==> src/rtl/cf_math_pkg.sv <==
// Small math helpers shared across the common cells.
package cf_math_pkg;

  // Bits needed to index num_idx items; never less than one.
  function automatic int unsigned idx_width(input int unsigned num_idx);
    return (num_idx > 32'd1) ? unsigned'($clog2(num_idx)) : 32'd1;
  endfunction

endpackage

==> src/rtl/dummy_pkg.sv <==
// Shared types for the lzc decoder: buffer states, beat counter width, entry layout.
package dummy_pkg;
  import cf_math_pkg::*;

  localparam int unsigned DUMMY_BEAT_CNT_W = 16;
  localparam int unsigned DUMMY_DEC_W      = 8;
  localparam int unsigned DUMMY_DEC_CNT_W  = idx_width(DUMMY_DEC_W);

  typedef enum logic [1:0] {
    EMPTY = 2'd0,
    ONE   = 2'd1,
    FULL  = 2'd2
  } dummy_buf_state_e;

  // Default-width entry; decoders of other widths declare the same layout locally.
  typedef struct packed {
    logic [DUMMY_DEC_W-1:0]     data;
    logic [DUMMY_DEC_CNT_W-1:0] cnt;
    logic                       empty;
  } dummy_dec_entry_t;

endpackage

==> src/rtl/dummy_skid_buffer.sv <==
// Two-entry FIFO skid buffer with valid/ready on both sides.
// Latency: entry accepted on edge N is presented after edge N.
// Backpressure: in_rdy is registered, low only when both entries are held.
module dummy_skid_buffer
  import dummy_pkg::*;
#(
  parameter type entry_t = dummy_dec_entry_t
) (
  input  logic   clk_i,
  input  logic   rst_i,
  input  logic   in_vld,
  output logic   in_rdy,
  input  entry_t in_dat,
  output logic   out_vld,
  input  logic   out_rdy,
  output entry_t out_dat
);

  dummy_buf_state_e state_q, state_d;
  entry_t           head_q, tail_q;
  logic             push, pop;

  assign push    = in_vld && in_rdy;
  assign pop     = out_vld && out_rdy;
  assign out_vld = (state_q != EMPTY);
  assign out_dat = head_q;

  always_comb begin
    state_d = state_q;
    unique case (state_q)
      EMPTY: if (push) state_d = ONE;
      ONE: begin
        if (push && !pop)      state_d = FULL;
        else if (pop && !push) state_d = EMPTY;
      end
      FULL:    if (pop) state_d = ONE;
      default: state_d = EMPTY;
    endcase
  end

  // head is always the oldest entry; tail only holds the second one while FULL
  always_ff @(posedge clk_i) begin
    if (rst_i) begin
      state_q <= EMPTY;
      in_rdy  <= 1'b1;
      head_q  <= '0;
      tail_q  <= '0;
    end else begin
      state_q <= state_d;
      in_rdy  <= (state_d != FULL);
      if (state_q == FULL) begin
        if (pop) head_q <= tail_q;
      end else if (push && ((state_q == EMPTY) || pop)) begin
        head_q <= in_dat;
      end else if (push) begin
        tail_q <= in_dat;
      end
    end
  end

endmodule

==> src/rtl/dummy_lzc_decoder.sv <==
// Inverts lzc {cnt, empty} pairs back to one-hot words; DUMMY_DECODER_SELFCHECK_EN adds an lzc re-encode check.
// Latency: one cycle from accept to data_o/valid_o, one beat per cycle sustained.
// Backpressure: two-entry skid buffer; ready_o is registered and drops only when both entries are held.
module dummy_lzc_decoder
  import dummy_pkg::*;
#(
  parameter int unsigned WIDTH = 8,
  parameter int unsigned MODE  = 0,
  parameter int unsigned CNT_W = cf_math_pkg::idx_width(WIDTH)
) (
  input  logic                        clk_i,
  input  logic                        rst_i,
  input  logic [CNT_W-1:0]            cnt_i,
  input  logic                        empty_i,
  input  logic                        valid_i,
  output logic                        ready_o,
  output logic [WIDTH-1:0]            data_o,
  output logic                        valid_o,
  input  logic                        ready_i,
  output logic                        err_o,
  output logic [DUMMY_BEAT_CNT_W-1:0] beats_o,
  output logic                        mismatch_o
);

  typedef struct packed {
    logic [WIDTH-1:0] data;
`ifdef DUMMY_DECODER_SELFCHECK_EN
    logic [CNT_W-1:0] cnt;
    logic             empty;
`endif
  } entry_t;

  entry_t                      in_entry, out_entry;
  logic [31:0]                 cnt_ext;
  logic                        oor, accept, err_q;
  logic [DUMMY_BEAT_CNT_W-1:0] beats_q;

  assign cnt_ext = 32'(cnt_i);
  assign oor     = !empty_i && (cnt_ext >= WIDTH);
  assign accept  = valid_i && ready_o;

  // An out-of-range count matches no bit position, so it decodes to zero naturally
  always_comb begin
    in_entry = '0;
    for (int unsigned i = 0; i < WIDTH; i++) begin
      if (!empty_i && (cnt_ext == ((MODE == 0) ? i : (WIDTH - 1 - i)))) in_entry.data[i] = 1'b1;
    end
`ifdef DUMMY_DECODER_SELFCHECK_EN
    in_entry.cnt   = cnt_i;
    in_entry.empty = empty_i;
`endif
  end

  dummy_skid_buffer #(
    .entry_t (entry_t)
  ) u_buf (
    .clk_i   (clk_i),
    .rst_i   (rst_i),
    .in_vld  (valid_i),
    .in_rdy  (ready_o),
    .in_dat  (in_entry),
    .out_vld (valid_o),
    .out_rdy (ready_i),
    .out_dat (out_entry)
  );

  assign data_o = out_entry.data;

  always_ff @(posedge clk_i) begin
    if (rst_i) begin
      beats_q <= '0;
      err_q   <= 1'b0;
    end else if (accept) begin
      if (beats_q != '1) beats_q <= beats_q + DUMMY_BEAT_CNT_W'(1);
      if (oor)           err_q   <= 1'b1;
    end
  end

  assign beats_o = beats_q;
  assign err_o   = err_q;

`ifdef DUMMY_DECODER_SELFCHECK_EN
  logic [CNT_W-1:0] re_cnt;
  logic             re_empty, stored_oor, mismatch_q;

  lzc #(
    .WIDTH (WIDTH),
    .MODE  (MODE != 0)
  ) u_lzc (
    .in_i    (out_entry.data),
    .cnt_o   (re_cnt),
    .empty_o (re_empty)
  );

  // The count is meaningless for empty beats, and out-of-range beats were already flagged
  assign stored_oor = !out_entry.empty && (32'(out_entry.cnt) >= WIDTH);

  always_ff @(posedge clk_i) begin
    if (rst_i) begin
      mismatch_q <= 1'b0;
    end else begin
      mismatch_q <= valid_o && ready_i && !stored_oor &&
                    ((re_empty != out_entry.empty) || (!out_entry.empty && (re_cnt != out_entry.cnt)));
    end
  end

  assign mismatch_o = mismatch_q;
`else
  assign mismatch_o = 1'b0;
`endif

endmodule
==> config.mk <==
export PLATFORM = sky130hd
export DESIGN_NAME = dummy_lzc_decoder
export DESIGN_NICKNAME = d
export VERILOG_FILES = /design/src/rtl/cf_math_pkg.sv /design/src/rtl/dummy_pkg.sv /design/src/rtl/dummy_skid_buffer.sv /design/src/rtl/dummy_lzc_decoder.sv
export SDC_FILE = /design/constraint.sdc
export NUM_CORES = 1
export LEC_CHECK = 0
export ABC_AREA = 1
export CAP_MARGIN = 10
export CORE_MARGIN = 2
export CORE_UTILIZATION = 45
export CTS_BUF_LIST = sky130_fd_sc_hd__clkbuf_4 sky130_fd_sc_hd__clkbuf_8
export CTS_CLUSTER_DIAMETER = 100
export DETAILED_ROUTE_END_ITERATION = 8
export PLACE_DENSITY = 0.74
export SLEW_MARGIN = 20
export SYNTH_ARGS = -nofsm -noshare
export SYNTH_HDL_FRONTEND = slang
export SYNTH_SLANG_ARGS = --single-unit
==> constraint.sdc <==
create_clock -name clk_i -period 1.6 [get_ports clk_i]
set_clock_uncertainty 0.05 [all_clocks]
set_input_delay 0.32 -clock clk_i [delete_from_list [all_inputs] [get_ports clk_i]]
set_output_delay 0.32 -clock clk_i [all_outputs]
set_load 0.1 [all_outputs]
==> reports/qor.csv <==
stage,metric,value,unit
grt,GRT met2 Usage,0.376,
synthesis,Synth async-reset ratio,0,
setup_path,Crit Path Category,reg2reg,
detailed_routing,Vias/cell,5.00,
synthesis,Synth top area share,0.379,
detailed_routing,vias,1791,
synthesis,register area share after synthesis,0.379,
grt,met1 Use GR,0.232,
timing,final worst path period need,1.52,ns
grt,largest net degree at the start of global routing,20,
timing,RSZ-0062 raised after global routing,no,
detailed_routing,Iteration-0 DRC Markers,90,
floorplan,row cnt,23,
synthesis,Post-synth top cells,"nand2_1 (56), nor2_1 (40), dfxtp_1 (35)",
layout,FILL cells,314,
synthesis,cell taking the most area after synthesis,dfxtp_1,
floorplan,chip height,68.1,µm
clocking,post_cts resized,0,
floorplan,die width,68.1,µm
synthesis,Syn Inst Count,260,
layout,Ant. Diodes,0,
grt,met3 Usage GRT,0.0411,
placed_design,Inst Count DP,350,
layout,share of layout cells above drive strength 1,0.341,
clocking,clk sinks,35,
layout,Final nets,316,
setup_path,Critical Path Slowest Stage Cell,dfxtp_4,
clocking,clk_lat worst skew,0.28,ns
synthesis,Synth Register Bits,35,
grt,global routing's busiest layer,met2,
synthesis,Yosys cell types,33,
synthesis,Post-synth EDFFs,0,
clocking,Max clock buf depth,2,
clocking,clock-pin slew on the worst setup and hold paths,0.07,ns
placed_design,Port Buffers,33,
setup_path,"slowest stage delay, CP",0.36,ns
timing,"Slew Viols, Final",0,
floorplan,Initial Util,0.466,
detailed_routing,remaining antenna violation count,0,
grt,first-pass GRT wire length,7.18,mm
detailed_routing,First-pass DRT Iterations,4,
detailed_routing,Routed WL per cell,11.6,µm
grt,initial antenna violation count,0,
clocking,Root Buffer,clkbuf_8,
placed_design,Detailed Place HPWL,3.09,mm
run,max_cap viols,0,
status,status,finished clean,
detailed_routing,WL final,4.14,mm
clocking,CTS H-tree lvls,2,
grt,GRT Resource Usage Total,0.206,
floorplan,Core Box Area,3970,µm²
floorplan,die area,4640,µm²
setup_path,crit-path cells,"ha_4, nand2_2, nor2_2, nand2_2, o21ai_4, nand2_1, a21oi_2",
clocking,hold buffer count at CTS,0,
setup_path,CP endpoint kind,register,
synthesis,synth top area cells,"dfxtp_1 (38%), nand2_1 (11%), nor2_1 (8.1%)",
setup_path,CP Launch Type,register,
grt,vias in the first global route,1721,
clocking,CTS tree,done,
clocking,Setup Buffers After CTS,0,
setup_path,"most used cell, CP",nand2_2,
timing,fmax,658,MHz
setup_path,crit path DAT,1.68,ns
synthesis,"Avg Cell Area, Syn",7.12,µm²
power,cell area power density,788,nW/µm²
synthesis,Post-Syn Area,1850,µm²
synthesis,Synthesis Warnings,0,
layout,Layout area overhead,49.3,%
layout,Finished Layout Cells,358,
grt,Overflow after GRT,0,
timing,fin crit share,0.950,
setup_path,"Req. time, crit path",1.76,ns
timing,"Hold Violations, Final",0,
power,overall power,2180,µW
synthesis,Synth Flop Type,dfxtp_1,
power,maximum VDD drop,0.725,mV
detailed_routing,DRC,0,
timing,Final setup viols,0,
placed_design,GPL Wtd Cong,0.857,
synthesis,top-count cell post-synth,nand2_1,
power,leakage,0.00107,µW
hold_path,Hold Crit Class,reg2reg,
floorplan,I/O pin count,36,
setup_path,Crit Path Max Fanout,10,
clocking,TritonCTS buffer count,5,
[critical path, delay by kind of cell, from the launching register on]
kind | cells | cell delay (ns)
AOI/OAI and AO/OA | 2 | 0.43
adders and majority gates | 1 | 0.15
DFF | 1 | 0.36
and+or+nand+nor | 4 | 0.46
[kinds of logic after synthesis]
group,after synthesis,share of synthesized area
AO/OA/AOI/OAI,41,0.142
XOR/XNOR,6,0.0284
adder cells (fa/ha/maj),1,0.00676
buffers and inverters,31,0.0805
flip-flops,35,0.379
other,1,0.00203
AND/OR/NAND/NOR,145,0.362
[cells in the final DEF (no fill, tap or decap), drive strengths merged, types with 3 or more instances in the layout]
| cell type | Yosys | routed |
|---|---|---|
| a21oi | 14 | 14 |
| a31oi | 8 | 8 |
| buf | 6 | 41 |
| clkbuf | 2 | 5 |
| clkdlybuf4s50 | 0 | 7 |
| clkinv | 1 | 3 |
| dfxtp | 35 | 35 |
| inv | 21 | 21 |
| nand2 | 69 | 69 |
| nand3 | 17 | 17 |
| nand4 | 5 | 5 |
| nor2 | 48 | 48 |
| nor3 | 3 | 3 |
| o21ai | 18 | 18 |
| xor2 | 4 | 4 |
[per-stage QoR]
| stage | hold WS (ns) | util | setup TNS (ns) | setup slack [ns] | cell area (µm²) |
|---|---|---|---|---|---|
| finish | 0.445 | 0.696 | 0 | 0.0798 | 2760 |
| global route | 0.477 | 0.696 | 0 | 0.0224 | 2760 |
| CTS | 0.443 | 0.696 | 0 | 0.0336 | 2760 |
| detailed placement | 0.440 | 0.669 | -1.40 | -0.111 | 2660 |
| global placement | 0.429 | 0.669 | -0.673 | -0.0550 | 2660 |
| floorplan | 0.336 | - | -0.239 | -0.0257 | 1940 |
[worst paths after layout]
| kind | from | end | slack, ns | cells past startpoint |
|---|---|---|---|---|
| max | beats_o[1] | beats_o[9] | 0.08 | 7 |
| min | u_buf.tail_q[1] | u_buf.out_dat[1] | 0.44 | 2 |
| max reg2reg | beats_o[1] | beats_o[9] | 0.08 | 7 |
| min reg2reg | u_buf.tail_q[1] | u_buf.out_dat[1] | 0.44 | 2 |
[power by group]
group          internal (µW)  switching, µW
registers                880           29.0
clock network            456            315
logic                    176            321
total                   1510            665
[state kept, by name, indices dropped and copies added (netlist names)]
name,cells
u_buf.tail_q,8
u_buf.state_q,2
u_buf.in_rdy,1
beats_o,16
u_buf.out_dat,8
[per-layer routing]
metal  vias up  part of all wire
met5         -                 0
met4         0             0.015
met3         6             0.046
met2        52              0.49
met1       797              0.45
li1        936                 -
[layout make-up]
type | count | area [µm²] | area share
Tap cell | 50 | 62.6 | 0.0226
Multi-Input combinational cell | 195 | 1030 | 0.374
Sequential cell | 35 | 762 | 0.276
Clock inverter | 3 | 38.8 | 0.0140
Timing Repair Buffer | 48 | 716 | 0.259
Clock buffer | 5 | 68.8 | 0.0249
Inverter | 22 | 82.6 | 0.0299
Note: power is estimated with default switching activity, not from simulation.
